[src/rtl/imem_loader_pkg.sv]
// Shared types and constants for the instruction-memory loader.
package imem_loader_pkg;

   typedef enum logic [1:0] {
      S_IDLE,
      S_COLLECT,
      S_WRITE,
      S_DONE
   } state_e;

   localparam int BYTES_PER_WORD = 4;
   localparam int WORD_SHIFT     = 2;

   function automatic logic [31:0] word_to_byte_addr(input logic [31:0] w);
      return w << WORD_SHIFT;
   endfunction

endpackage

[src/rtl/imem_loader_if.sv]
// Byte-stream input and instruction-memory write bus of the loader.
interface imem_loader_if;

   logic        in_byte_valid;
   logic [7:0]  in_byte_data;
   logic        out_byte_ready;
   logic        out_imem_we;
   logic [31:0] out_imem_addr;
   logic [31:0] out_imem_wdata;

   modport master (
      output in_byte_valid,
      output in_byte_data,
      input  out_byte_ready,
      input  out_imem_we,
      input  out_imem_addr,
      input  out_imem_wdata
   );

   modport slave (
      input  in_byte_valid,
      input  in_byte_data,
      output out_byte_ready,
      output out_imem_we,
      output out_imem_addr,
      output out_imem_wdata
   );

endinterface

[src/rtl/imem_word_packer.sv]
// Packs accepted bytes little-endian into a 32-bit word.
module imem_word_packer
   import imem_loader_pkg::*;
(
   input  logic        clk,
   input  logic        rst,
   input  logic        clear_i,
   input  logic        accept_i,
   input  logic [7:0]  byte_i,
   output logic [31:0] word_o,
   output logic        complete_o
);

   localparam int IW = $clog2(BYTES_PER_WORD);
   localparam logic [IW-1:0] LAST = IW'(BYTES_PER_WORD - 1);

   logic [IW-1:0] idx_q, idx_d;
   logic [31:0]   sr_q, sr_d;
   logic [31:0]   word_q, word_d;
   logic [31:0]   ins;
   logic          last;

   always_comb begin
      last   = (idx_q == LAST);
      ins    = sr_q;
      ins[{idx_q, 3'b000} +: 8] = byte_i;
      idx_d  = idx_q;
      sr_d   = sr_q;
      word_d = word_q;
      if (clear_i) begin
         idx_d = '0;
         sr_d  = '0;
      end else if (accept_i) begin
         sr_d  = ins;
         idx_d = idx_q + 1'b1;
         // Output word only changes on completion so it stays stable between writes
         if (last) word_d = ins;
      end
   end

   always_ff @(posedge clk or posedge rst) begin
      if (rst) begin
         idx_q  <= '0;
         sr_q   <= '0;
         word_q <= '0;
      end else begin
         idx_q  <= idx_d;
         sr_q   <= sr_d;
         word_q <= word_d;
      end
   end

   assign word_o     = word_q;
   assign complete_o = accept_i && !clear_i && last;

endmodule

[src/rtl/imem_loader.sv]
// Loads a byte stream into instruction memory while holding the CPU in reset.
module imem_loader
   import imem_loader_pkg::*;
#(
   parameter int ADDR_WIDTH = 10
) (
   input  logic                clk,
   input  logic                rst,
   input  logic                in_start,
   input  logic [ADDR_WIDTH:0] in_word_count,
   imem_loader_if.slave        bus,
   output logic                out_cpu_hold,
   output logic                out_busy,
   output logic                out_done,
   output logic                out_error
);

   localparam logic [ADDR_WIDTH:0] CAP = {1'b1, {ADDR_WIDTH{1'b0}}};

   state_e                state_q, state_d;
   logic [ADDR_WIDTH:0]   cnt_q, cnt_d;
   logic [ADDR_WIDTH:0]   target_q, target_d;
   logic [ADDR_WIDTH-1:0] addr_q, addr_d;
   logic                  error_q, error_d;
   logic                  clear;
   logic                  accept;
   logic                  complete;
   logic [31:0]           word;

   assign accept = bus.in_byte_valid && bus.out_byte_ready;

   imem_word_packer u_packer (
      .clk        (clk),
      .rst        (rst),
      .clear_i    (clear),
      .accept_i   (accept),
      .byte_i     (bus.in_byte_data),
      .word_o     (word),
      .complete_o (complete)
   );

   always_comb begin
      state_d  = state_q;
      cnt_d    = cnt_q;
      target_d = target_q;
      addr_d   = addr_q;
      error_d  = error_q;
      clear    = 1'b0;
      unique case (state_q)
         S_IDLE, S_DONE: begin
            if (in_start) begin
               if (in_word_count == '0) begin
                  state_d = S_DONE;
                  error_d = 1'b0;
               end else if (in_word_count > CAP) begin
                  error_d = 1'b1;
               end else begin
                  state_d  = S_COLLECT;
                  cnt_d    = '0;
                  target_d = in_word_count;
                  error_d  = 1'b0;
                  clear    = 1'b1;
               end
            end
         end
         S_COLLECT: begin
            if (in_start) error_d = 1'b1;
            if (complete) begin
               state_d = S_WRITE;
               addr_d  = cnt_q[ADDR_WIDTH-1:0];
            end
         end
         S_WRITE: begin
            if (in_start) error_d = 1'b1;
            cnt_d = cnt_q + 1'b1;
            if (cnt_q + 1'b1 == target_q) state_d = S_DONE;
            else                          state_d = S_COLLECT;
         end
         default: state_d = S_IDLE;
      endcase
   end

   always_ff @(posedge clk or posedge rst) begin
      if (rst) begin
         state_q  <= S_IDLE;
         cnt_q    <= '0;
         target_q <= '0;
         addr_q   <= '0;
         error_q  <= 1'b0;
      end else begin
         state_q  <= state_d;
         cnt_q    <= cnt_d;
         target_q <= target_d;
         addr_q   <= addr_d;
         error_q  <= error_d;
      end
   end

   assign bus.out_byte_ready = (state_q == S_COLLECT);
   assign bus.out_imem_we    = (state_q == S_WRITE);
   assign bus.out_imem_addr  = word_to_byte_addr(32'(addr_q));
   assign bus.out_imem_wdata = word;

   assign out_cpu_hold = (state_q != S_DONE);
   assign out_busy     = (state_q == S_COLLECT) || (state_q == S_WRITE);
   assign out_done     = (state_q == S_DONE);
   assign out_error    = error_q;

endmodule

[src/flat_wrapper.sv]
// flat-port wrapper written by rule: the top's interface ports become plain ports
module imem_loader_flat import imem_loader_pkg::*;
#(
   parameter int ADDR_WIDTH = 10
)
  (clk, rst, in_start, in_word_count, out_cpu_hold, out_busy, out_done, out_error, bus_in_byte_valid, bus_in_byte_data, bus_out_byte_ready, bus_out_imem_we, bus_out_imem_addr, bus_out_imem_wdata);
  imem_loader_if bus_i ();
  input  logic clk;
  input  logic rst;
  input  logic in_start;
  input  logic [ADDR_WIDTH:0] in_word_count;
  output logic out_cpu_hold;
  output logic out_busy;
  output logic out_done;
  output logic out_error;
  input wire logic [$bits(bus_i.in_byte_valid)-1:0] bus_in_byte_valid;
  input wire logic [$bits(bus_i.in_byte_data)-1:0] bus_in_byte_data;
  output wire logic [$bits(bus_i.out_byte_ready)-1:0] bus_out_byte_ready;
  output wire logic [$bits(bus_i.out_imem_we)-1:0] bus_out_imem_we;
  output wire logic [$bits(bus_i.out_imem_addr)-1:0] bus_out_imem_addr;
  output wire logic [$bits(bus_i.out_imem_wdata)-1:0] bus_out_imem_wdata;
  assign bus_i.in_byte_valid = bus_in_byte_valid;
  assign bus_i.in_byte_data = bus_in_byte_data;
  assign bus_out_byte_ready = bus_i.out_byte_ready;
  assign bus_out_imem_we = bus_i.out_imem_we;
  assign bus_out_imem_addr = bus_i.out_imem_addr;
  assign bus_out_imem_wdata = bus_i.out_imem_wdata;
  imem_loader #(.ADDR_WIDTH(ADDR_WIDTH)) u_core (.clk(clk), .rst(rst), .in_start(in_start), .in_word_count(in_word_count), .bus(bus_i), .out_cpu_hold(out_cpu_hold), .out_busy(out_busy), .out_done(out_done), .out_error(out_error));
endmodule
[config.mk]
export PLATFORM = sky130hd
export DESIGN_NAME = imem_loader_flat
export DESIGN_NICKNAME = d
export VERILOG_FILES = /design/src/rtl/imem_loader_pkg.sv /design/src/rtl/imem_loader_if.sv /design/src/rtl/imem_word_packer.sv /design/src/rtl/imem_loader.sv /design/src/flat_wrapper.sv
export SDC_FILE = /design/constraint.sdc
export NUM_CORES = 1
export LEC_CHECK = 0
export CAP_MARGIN = 20
export CORE_ASPECT_RATIO = 0.7
export CORE_UTILIZATION = 56
export CTS_CLUSTER_DIAMETER = 100
export DETAILED_ROUTE_END_ITERATION = 7
export PLACE_DENSITY_LB_ADDON = 0.25
export REMOVE_ABC_BUFFERS = 1
export SYNTH_ARGS = -nofsm -noshare
export SYNTH_HDL_FRONTEND = slang
export SYNTH_SLANG_ARGS = --single-unit
export TNS_END_PERCENT = 20
[constraint.sdc]
create_clock -name clk -period 6.79 [get_ports clk]
set_input_delay 0.679 -clock clk [delete_from_list [all_inputs] [get_ports clk]]
set_output_delay 0.679 -clock clk [all_outputs]
set_load 0.02 [all_outputs]
# ---- After elaboration in Yosys (flattened, before gate mapping)
# Index checks and enable logic that the tools add are counted.
dict set report op_classes {
  n_reduce_logical 17
  eq_ne 12
  bitwise 3
  order_cmp 1
  add_sub_neg 3
  n_mux 24
  shift 2
}
# op count
set op_table {}
lappend op_table {{two-way mux 32 bit} 2}
lappend op_table {{two-way mux 11 bit} 3}
lappend op_table {{bitwise mux 32 bit} 1}
lappend op_table {{variable shift 8 x 7 -> 32 bit (first input constant)} 1}
lappend op_table {{variable part select 8 x 7 -> 32 bit} 1}
lappend op_table {{case mux 11 bit (2 select lines)} 1}
lappend op_table {{two-way mux 2 bit} 7}
lappend op_table {{adder 11 x 1 -> 11 bit (second input constant)} 1}
lappend op_table {{== test 11 bit} 1}
lappend op_table {{greater-than comparator 11 bit (second input constant)} 1}
lappend op_table {{logical NOT 11 bit} 1}
lappend op_table {{inequality test 2 bit (second input constant)} 5}
lappend op_table {{two-way mux 1 bit} 8}
lappend op_table {{AND reduction 4 bit} 2}
lappend op_table {{negation 5 -> 7 bit} 1}
lappend op_table {{== test 2 bit (second input constant)} 3}
lappend op_table {{case mux 2 bit (3 select lines)} 1}
lappend op_table {{AND reduction 3 bit} 2}
lappend op_table {{AND reduction 2 bit} 2}
lappend op_table {{nonzero test 2 bit} 2}
lappend op_table {{OR reduction 2 bit} 2}
lappend op_table {{logical AND 1 bit} 3}
lappend op_table {{inequality test 3 x 2 -> 1 bit (second input constant)} 1}
lappend op_table {{NOT 1 bit} 3}
lappend op_table {{7 further kinds} 7}
dict set report totals {
  reg_bits 101
  in_bits 23
  out_inout_bits 70
}

# ---- Depth between registers and ports, before layout
# Gate-level depths: netlist of the first run.
dict set report logic_depth {
  word_depth 10
  depth_mapped 9
  depth_no_buf 7
}

# ---- Cells and area by module
# A second synthesis of the first run with hierarchy kept.
dict set report unflattened {
  hier_cells 496
  area_unflattened_um2 4943.5
}
# module seq_area_each_um2 cells_each n_inst area_per_inst_um2
set by_module_without_submodules {}
lappend by_module_without_submodules {imem_word_packer 1451.4 283 1 2783.9}
lappend by_module_without_submodules {imem_loader 875.8 213 1 2159.6}

# ---- Worst setup path before layout of the first run
# No wires, ideal clock.
dict set report synth_path {
  path_kind {input -> register}
  start {input port in_word_count[7]}
  end {register u_core.addr_q[1]}
  setup_time_ns 0.125
  arrival_time_ns 2.116
  stages 5
  path_slack_ns 4.549
  required_ns 6.665
  cell_sequence {nor4_4 -> a31oi_1 -> o311ai_2 -> buf_2 -> mux2_2}
}
dict set report synth_between {
  elab_chain_len 9
  word_cells_on_any_way 10
}
# element line
set synth_lines {}
lappend synth_lines {{start, declared} flat_wrapper.sv:11} ;# input logic [ADDR_WIDTH:0] in_word_count;
lappend synth_lines {{greater-than comparator 11 bit} imem_loader.sv:55} ;# end else if (in_word_count > CAP) begin
lappend synth_lines {{two-way mux 1 bit} imem_loader.sv:55}
lappend synth_lines {{two-way mux 1 bit *} imem_loader.sv:52} ;# if (in_word_count == '0) begin
lappend synth_lines {{two-way mux 1 bit *} imem_loader.sv:51} ;# if (in_start) begin
lappend synth_lines {{two-way mux 1 bit *} imem_loader.sv:49} ;# unique case (state_q)
lappend synth_lines {{logical NOT 1 bit *} imem_word_packer.sv:54} ;# assign complete_o = accept_i && !clear_i && last;
lappend synth_lines {{logical AND 1 bit * (2 in series)} imem_word_packer.sv:54}
lappend synth_lines {{AND reduction 2 bit (no line) *} -}
lappend synth_lines {{end signal, assigned} imem_loader.sv:94} ;# addr_q <= addr_d;
lappend synth_lines {{end, declared} imem_loader.sv:23} ;# logic [ADDR_WIDTH-1:0] addr_q, addr_d;
# Every way passes the cells marked *; elsewhere a longest branch is shown, timed or not.
# A chain may end at the register's enable or synchronous reset.

# ---- Worst setup path after layout of the first run
dict set report layout_path {
  start {input port in_word_count[7]}
  end {register u_core.target_q[2]}
}
dict set report layout_between {
  elab_chain_len 3
  word_cells_on_any_way 5
}
# element line
set layout_lines {}
lappend layout_lines {{greater-than comparator 11 bit or logical NOT 11 bit (tied branches)} {imem_loader.sv:55, imem_loader.sv:52}}
lappend layout_lines {{NOT 1 bit (no line)} -}
lappend layout_lines {{AND reduction 4 bit (no line) *} -}
lappend layout_lines {{end signal, assigned} imem_loader.sv:93} ;# target_q <= target_d;
lappend layout_lines {{end, declared} imem_loader.sv:22} ;# logic [ADDR_WIDTH:0] target_q, target_d;
# Marks and branches as above.

==> metrics.txt, run 1 <==
outcome finished with violations; violated checks design-rule violations; largest voltage drop on the vdd net 0.0001346 V; top-level I/O count 93; cts hold-fix bufs 0; top cell type by total area after synthesis dfrtp_1; total via count in the routed design 3682; Final setup violation count 0; Synth Cell Area around 0.0047 sq mm; net switching power of the design 0.7293 mW; maximum fanout along the worst path 30; # Post-CTS Setup Buffers 0; clock period minus final worst setup slack a little over 3 ns; Die W about 110 um; Num Clock Sinks 93; GRT Residual Overflow 0; capturing element of the worst setup path u_core.target_q[2]; Synth-to-Final Area Change 20.86%; Critical Setup Path Class primary input to flop; Hold Path Class flop to flop; largest net degree at the start of global routing 73; Worst R2R Setup Slack 4.11 ns; share of synthesized flip-flops with an asynchronous set or reset 100.0%; worst reg2reg path depth 7; startpoint of the most critical register-to-register path u_core.u_packer.idx_q[0]; setup TNS 0 ns; DRT Pass-1 Iters 7; global placement routability congestion 0.9365; antenna violations before repair 0; required time of the worst setup path 7.01 ns; skew final ~0.0070 ns; crit end category flop; launch point of the worst path in_word_count[7]; number of DRC markers after the initial detailed-route iteration 270; proportion of netlist area held by the largest area contributor 49.43%; Std-Cell Core Area about 0.0080 sq mm; Filler Cell Count about 610; total count of max-transition violations in the final report 0; fraction of power spent switching nets 35.54%; Via-to-Cell Ratio 5.826; fin nets 559; input/output buffers 70; remaining routing DRC violations 8; combinational cell fraction of total power between 30% and 40%; power density normalized to cell area around 360 mW/mm^2; DIE HEIGHT 78.72 um; effective utilization at floorplan 58.81%; worst slew pin tran 1.032 ns; worst slew slack as a fraction of its limit 30.66%; YS warnings 0; clock buffer count from CTS 9; Achievable Freq 324.3 MHz; clock slew at reported path FFs 0.07 ns; via count of the first global-routing pass 3586; mean instance size in the synthesized netlist about 9.9 sq um; die outline area 0.008784 sq mm; count of flip-flops with a built-in enable after synthesis 0; Crit Reg-Reg Endpoint u_core.u_packer.sr_q[0]; routed len/inst ~17 um; area taken by flip-flops and latches 0.002327 sq mm; top post-synthesis cells by area dfrtp_1 (49%), mux2_2 (4.5%), o21ai_0 (4.4%); data arrival time of the critical path 3.31 ns; H-tree depth 3; number of unique standard cell types used by synthesis between 40 and 50; wire length of the first global-routing pass 18.43 mm; part of the total power dissipated in sequential elements 37.7%; Primary FF master, synth dfrtp_1; buffers from clock root to sink, at most 2; CTS tree built; Row Count 27; Antenna Cells 0; post-route clock period utilization between 40 and 50%; detailed-placement wirelength estimate 7.472 mm; post-placement cell area approximately 0.0054 sq mm; number of routed nets with antenna violations 0; source-to-sink clock delay at the later pin of the worst-skew pair ~0.34 ns; final count of hold timing violations 0; Max Cap Violations 0; total routing resource utilization after global routing 27.09%; final instance area ~0.0057 sq mm; CP Launch Type primary input; internal power 1.323 mW; fraction of layout instances using a drive strength above 1 under 10%; number of flip-flops and latches in the synthesized netlist 93; relative contribution of the clock network to total power about a quarter; cell at the root of the clock tree clkbuf_16; multi-input gate area in the final layout 0.002115 sq mm; setup repair after global routing missed its margin no; static leakage approximately 2.5 nW; Routed Wire Length 10.92 mm; sequential cell area fraction in the yosys report around half; number of resized instances in the post-cts repair step 0; synthesized instance count 474
synth_stat cells, drive strengths merged (10+ instances only):
| library cell | count |
|---|---|
| xnor2 | 10 |
| nor2 | 37 |
| nor2b | 27 |
| o21ai | 42 |
| mux2 | 19 |
| clkbuf | 17 |
| ha | 10 |
| a21oi | 30 |
| buf | 39 |
| inv | 10 |
| a22oi | 24 |
| nand2 | 38 |
| dfrtp | 93 |
cell type report:
type / instances / share of cell area, %
repair buffers: 76 / 13.41
clock buffers: 11 / 4.090
inverters: 11 / 0.7476
well taps: 101 / 2.221
multi-input cells: 335 / 37.16
flip-flops and latches: 93 / 40.90
clock inverters: 5 / 1.473
how the worst min path moves through the flow:
stage,startpoint,cells past startpoint,to,slack [ns]
after global placement,u_core.u_packer.word_o[5],2,u_core.u_packer.word_o[5],0.46
after floorplan,u_core.cnt_q[10],1,u_core.cnt_q[10],0.47
after detailed placement,u_core.u_packer.word_o[21],2,u_core.u_packer.word_o[21],0.47
after CTS,u_core.u_packer.word_o[8],2,u_core.u_packer.word_o[8],0.48
after global routing,u_core.u_packer.word_o[8],2,u_core.u_packer.word_o[8],0.51
final,u_core.u_packer.word_o[8],2,u_core.u_packer.word_o[8],0.48
through the flow:
step	total power, mW	utilization (%)	worst slack, ns	hold WS, ns	std cells
global route	2.174	71.07	3.612	0.5059	632
CTS	2.061	71.01	3.740	0.4843	631
detailed placement	1.516	67.06	3.371	0.4701	615
global placement	1.488	66.71	3.507	0.4649	614
floorplan	1.239	-	2.570	0.4691	439
finish	2.052	71.07	3.706	0.4801	632
per-layer routing:
layer	vias up	GRT usage (%)	wire length, um
met1	1791	39.66	5185
met4	0	7.432	104
met5	-	0	0
li1	1714	-	-
met3	14	6.641	846
met2	163	40.31	4784
flip-flops by register name, summed over array words and instances (netlist names):
signal                  flops
u_core.addr_q              10
u_core.u_packer.idx_q       2
u_core.target_q            11
u_core.u_packer.word_o     32
u_core.state_q              2
u_core.out_error            1
u_core.u_packer.sr_q       24
u_core.cnt_q               11
cell usage in the layout (no fill, tap or decap), types with 2 or more instances in the layout:
master           netlist  routed
nor4_4                 2       2
o21ai_0               41      41
xor2_1                 5       5
ha_1                  10      10
mux2i_1                2       2
bufinv_16              0       2
nor3_1                 4       3
nand2_1               38      38
clkbuf_16              0       9
o41ai_1                3       3
clkdlybuf4s50_1        0      70
nor2_1                37      37
conb_1                 1      22
and2_1                 6       6
nor2b_1               27      27
and3_1                 5       5
dfrtp_1               93      93
o31ai_1                6       6
nor4bb_1               2       2
a31oi_1                3       3
a21oi_1               30      30
clkbuf_1              17       2
buf_4                 23       4
inv_1                 10       9
nand3_1                6       6
a22oi_1               24      24
clkinvlp_4             0       2
a22o_1                 8       8
nand4_1                7       7
xnor2_1               10      10
mux2_2                19      19
critical path, cell delays in order:
cell and delay, ns:
clkdlybuf4s50_1 0.47, nor4_4 0.49, a31oi_1 0.29, nor3_2 0.55, buf_4 0.44, mux2_2 0.38
kinds of logic after synthesis:
logic type | synth area share (%)
flops | 49.43
other cells | 0.07965
buf+inv | 7.654
compound gates | 16.93
fa+ha+maj | 2.870
mux | 4.970
xor+xnor | 2.790
simple gates | 15.28
power by group through the flow:
stage | sequential (mW) | combinational, mW | clock (mW)
3_5_place_dp | 0.781 | 0.736 | 0
2_1_floorplan | 0.809 | 0.430 | 0
6_report | 0.773 | 0.748 | 0.531
5_1_grt | 0.792 | 0.819 | 0.563
3_3_place_gp | 0.774 | 0.714 | 0
4_1_cts | 0.773 | 0.748 | 0.541
(Power assumes the default switching activity.)
==> inputs of run 2 (changes only) <==
Settings changed: CORE_UTILIZATION 56 to 47.
Clock period 6.79 ns to 2.5 ns, I/O delays scaled along.
==> run 2 against run 1 <==
Compared with the run above: the run still ends with design-rule violations left; non-clock buffer count up 20; global-route usage down 4.0 points; count of clock-buffer cells in the layout up 2; combinational power rose to 2.9 times the previous value; power rose to 2.9 times the previous value; critical path depth unchanged; clock power rose to 3.1 times the previous value; wire length up 1.9%; first-iteration DRC count down 3.0%; sequential power rose to 2.7 times the previous value; register-to-register slack worse by 4.0 ns.
==> metrics.txt, run 2 (same netlist as run 1, synthesis figures left out) <==
clock buffer count from CTS 9; most frequent standard cell in the layout excluding fill and tap cells dfrtp_1; violated checks design-rule violations; total routing resource utilization after global routing 23.10%; number of DRC markers after the initial detailed-route iteration around 260; setup repair after global routing missed its margin no; Final setup violation count 0; DRT Pass-1 Iters 7; CP Launch Type flop; effective utilization at floorplan between 40% and 50%; static leakage 2.626 nW; routed len/inst around 16 um; uppermost layer routed met4; largest voltage drop on the vdd net ~0.00054 V; largest net degree at the start of global routing 54; Antenna Cells 0; Achievable Freq 410.4 MHz; Max Cap Violations 0; wire length of the first global-routing pass approximately 18 mm; most used cells in the layout excluding fill and tap cells dfrtp_1 (93), clkdlybuf4s50_1 (70), o21ai_0 (41); Num Clock Sinks a little over 90; total via count in the routed design 3715; internal power 3.867 mW; worst hold-check slack between 0.15 and 0.2 ns; fraction of layout instances using a drive strength above 1 12.70%; crit end category flop; fraction of power spent switching nets 34.05%; Critical Setup Path Class flop to flop; Pwr Total 5.864 mW; total count of max-transition violations in the final report 0; GRT Residual Overflow 0; clock slew at reported path FFs 0.06 ns; power density normalized to cell area approximately 980 mW/mm^2; antenna violations before repair 0; maximum fanout along the worst path 7; fin nets 579; buffers from clock root to sink, at most 2; Via-to-Cell Ratio 5.471; top-level I/O count 93; Routed met2 length 4.698 mm; Die W 121.6 um; CTS tree built; Hold Path Class primary input to asynchronous set/reset pin; post-route clock period utilization 97.46%; data arrival time of the critical path 2.66 ns; via count of the first global-routing pass 3450; part of the total power dissipated in sequential elements 35.8%; net switching power of the design 1.996 mW; relative contribution of the clock network to total power 27.6%; die outline area 0.01043 sq mm; source-to-sink clock delay at the later pin of the worst-skew pair 0.34 ns; Synth-to-Final Area Change 26.55%; # Post-CTS Setup Buffers 0; outcome finished with violations; clock period minus final worst setup slack 2.437 ns; global placement routability congestion 0.8636; number of routed nets with antenna violations 0; detailed-routed wire length on met3 640 um; input/output buffers 70; max FFs per register 32; cell at the root of the clock tree clkbuf_16; combinational cell fraction of total power 36.6%; remaining routing DRC violations 2; skew final 0.006399 ns; final count of hold timing violations 0; Routed Wire Length 11.13 mm; detailed-placement wirelength estimate around 8 mm; DIE HEIGHT 85.74 um; required time of the worst setup path 2.72 ns; Std-Cell Core Area 0.009722 sq mm; Row Count 30; H-tree depth 3; sum of routed wire segments on met1 5.647 mm
## run 2: changes by cell type in the layout (fill, tap and decap cells not counted), sizes merged
| cell | previous run | this run |
|---|---|---|
| clkinvlp | 2 | 0 |
| buf | 5 | 26 |
| inv | 10 | 9 |
| bufinv | 2 | 3 |
| clkbuf | 12 | 13 |
## run 2: path summary, 6_finish.rpt
| path | startpoint | end | slack, ns | cells after the start |
|---|---|---|---|---|
| setup / recovery | u_core.cnt_q[0] | u_core.state_q[1] | 0.06 | 6 |
| hold / removal | rst | u_core.u_packer.word_o[20] | 0.19 | 2 |
| setup reg to reg | u_core.cnt_q[0] | u_core.state_q[1] | 0.06 | 6 |
| hold reg to reg | u_core.u_packer.word_o[11] | u_core.u_packer.word_o[11] | 0.48 | 2 |
| max in group asynchronous | rst | u_core.target_q[3] | 1.71 | 3 |
| min in group clk | u_core.u_packer.word_o[11] | u_core.u_packer.word_o[11] | 0.48 | 2 |
## run 2: layout make-up
class / count / area, sq um
multi-input combinational: 335 / 2122
clock buffer: 13 / 270.3
fill: 780 / 3764
timing repair buffer: 96 / 945.9
clock inverter: 3 / 90.09
tap: 128 / 160.2
inverter: 11 / 42.54
sequential: 93 / 2327
## run 2: worst max-delay path: stages, from the launching register on
cell and delay, ns:
dfrtp_1 0.47, ha_1 0.39, xor2_1 0.18, nor3_1 0.31, o2111ai_1 0.17, a2111o_1 0.46
o41ai_2 0.34
## run 2: metrics by stage
stage / instance area, sq um / instances / util, % / setup TNS (ns) / setup slack [ns]
5_1_grt: 5958 / 679 / 61.29 / 0 / 0.006654
3_5_place_dp: 5590 / 663 / 57.50 / 0 / 0.01214
2_1_floorplan: 4468 / 439 / - / -111.51 / -1.482
4_1_cts: 5951 / 679 / 61.21 / 0 / 0.01410
3_3_place_gp: 5590 / 663 / 57.50 / 0 / 0.07937
6_report: 5958 / 679 / 61.29 / 0 / 0.06338
## run 2: what timing repair did
action	CTS	global route
resized for setup	0	1
hold endpoints to repair	0	0
hold buffers	0	0
endpoints found under the setup margin	0	1
## run 2: power by group through the flow
stage,Combinational (mW),Clock (mW),Sequential [mW]
floorplan,1.17,0,2.20
global placement,2.08,0,2.10
detailed placement,2.11,0,2.12
CTS,2.13,1.65,2.10
global route,2.35,1.71,2.15
finish,2.14,1.62,2.10
## run 2: layer usage
layer	GRT usage [%]	vias to the layer above
li1	-	1753
met1	35.37	1797
met2	32.85	149
met3	5.120	16
met4	5.724	0
met5	0	-
==> inputs of run 3 (changes only) <==
Settings changed: CORE_UTILIZATION 47 to 57, DONT_BUFFER_PORTS set to 1, HOLD_SLACK_MARGIN set to 0.08.
==> run 3 against run 2 <==
Compared with the run above: the flow now finishes without violations; critical endpoint unchanged; largest cell class unchanged; sequential share of layout area up 5.1 points; hold slack got worse by 0.099 ns; register-to-register slack improved by 0.07 ns; global-route usage is 3.5 points higher; wire length down 1.9%; combinational power down 23%; maximum frequency up 2.8%; sequential power rose by 7%; power fell by 11%; final area decreased by 11%.
==> metrics.txt, run 3 (same netlist as run 1, synthesis figures left out) <==
power density normalized to cell area 994.5 mW/mm^2; Post-Route Utilization approximately 66%; Filler Cell Count 606; area taken by flip-flops and latches 0.002327 sq mm; multi-input gate area in the final layout 0.002115 sq mm; number of DRC markers after the initial detailed-route iteration between 300 and 400; Critical Setup Path Class flop to flop; Pwr Total 5.245 mW; clock slew at reported path FFs 0.07 ns; Antenna Cells 0; source-to-sink clock delay at the later pin of the worst-skew pair 0.34 ns; Max Cap Violations 0; Std-Cell Core Area slightly below 0.008 sq mm; CP max stage cell or4_1; number of resized instances in the post-cts repair step 0; via count of the first global-routing pass 3359; maximum fanout along the worst path 7; Max stage delay on crit path 0.60 ns; CP Launch Type flop; antenna violations before repair 0; setup repair after global routing missed its margin no; end point of the most critical hold path u_core.u_packer.sr_q[19]; most used cells in the layout excluding fill and tap cells dfrtp_1 (93), o21ai_0 (41), nand2_1 (38); clock period minus final worst setup slack 2.370 ns; final instance area 0.005274 sq mm; data arrival time of the critical path 2.60 ns; cell at the root of the clock tree clkbuf_16; worst slew pin tran approximately 0.86 ns; max FFs per register 32; H-tree depth 3; crit end category flop; post-placement cell area about 0.0048 sq mm; total count of max-transition violations in the final report 0; worst hold-check slack ~0.09 ns; detailed-placement wirelength estimate between 7 and 8 mm; Achievable Freq 422.0 MHz; Row Count 27; largest net degree at the start of global routing 68; number of placed instances, taps included 562; post-route clock period utilization roughly 95%; most frequent standard cell in the layout excluding fill and tap cells dfrtp_1; Worst R2R Setup Slack 0.13 ns; Synth-to-Final Area Change 12.01%; effective utilization at floorplan around three fifths; fin nets 525; worst setup slack after placement 0.1140 ns; static leakage between 2 and 2.5 nW; final count of hold timing violations 0; DIE HEIGHT 78.04 um; top-level I/O count 93; Die W 110.6 um; Routed Wire Length about 11 mm; startpoint of the most critical register-to-register path u_core.cnt_q[0]; total routing resource utilization after global routing roughly a quarter; Hold Path Class primary input to flop; global placement routability congestion 0.9499; input/output buffers 0; remaining routing DRC violations 0; critical path, cell by cell ha_1, nand2_1, or4_1, xnor2_1, a2111o_1, o41ai_1; worst reg2reg path depth 6; CTS tree built; setup TNS 0 ns; fraction of layout instances using a drive strength above 1 13.10%; outcome finished, final reports clean; skew final 0.004159 ns; Final setup violation count 0; Via-to-Cell Ratio 5.951; required time of the worst setup path 2.73 ns; routed len/inst 18.29 um; Worst Min Path Start bus_in_byte_data[3]; final cell count without fillers 597; number of routed nets with antenna violations 0; # Post-CTS Setup Buffers 0; final worst setup slack approximately 0.13 ns; Hold Path Stages 2; Crit Reg-Reg Endpoint u_core.state_q[1]; wire length of the first global-routing pass ~18 mm; total via count in the routed design 3553; Num Clock Sinks between 90 and 100; DRT Pass-1 Iters 5; clock buffer count from CTS 9; largest voltage drop on the vdd net 0.0005067 V; worst slew slack as a fraction of its limit a little over two fifths; GRT Residual Overflow 0; buffers from clock root to sink, at most 2; die outline area between 0.008 and 0.009 sq mm
[run 3: timing repair]
action,CTS,global route
hold buffers,19,0
hold endpoints to repair,62,0
setup endpoints to repair,0,0
[run 3: layout make-up]
cell class / instances / share of cell area (%)
multi-input combinational: 335 / 40.09
timing repair buffer: 42 / 7.070
sequential: 93 / 44.13
tap: 101 / 2.396
inverter: 11 / 0.8066
clock inverter: 5 / 1.163
clock buffer: 10 / 4.342
[run 3: critical path, delay by kind of cell, from the launching register on]
kind                     cells  cell delay (ns)
AND/OR/NAND/NOR              2             0.76
flip-flops                   1             0.45
AO/OA/AOI/OAI                2             0.60
adder cells (fa/ha/maj)      1             0.30
XOR/XNOR                     1             0.16
[run 3: worst max path at each step]
| stage | startpoint | end | slack [ns] | cells past startpoint |
|---|---|---|---|---|
| 2_1_floorplan | u_core.state_q[0] | u_core.u_packer.word_o[24] | -1.48 | 6 |
| 3_3_place_gp | u_core.cnt_q[0] | u_core.state_q[1] | 0.19 | 6 |
| 3_5_place_dp | in_word_count[7] | u_core.u_packer.word_o[26] | 0.11 | 5 |
| 4_1_cts | u_core.state_q[0] | u_core.u_packer.word_o[26] | 0.11 | 6 |
| 5_1_grt | u_core.cnt_q[0] | u_core.state_q[1] | 0.01 | 6 |
| 6_report | u_core.cnt_q[0] | u_core.state_q[1] | 0.13 | 6 |
[run 3: where the power goes]
group / internal [mW] / switching (mW)
registers: 1.84 / 0.412
clock network: 0.774 / 0.578
logic: 0.683 / 0.962
[run 3: routing by layer]
metal	GRT usage [%]	share of wire, %
met1	38.53	46
met2	39.07	42
met3	9.421	10
met4	4.533	0.81
met5	0	0
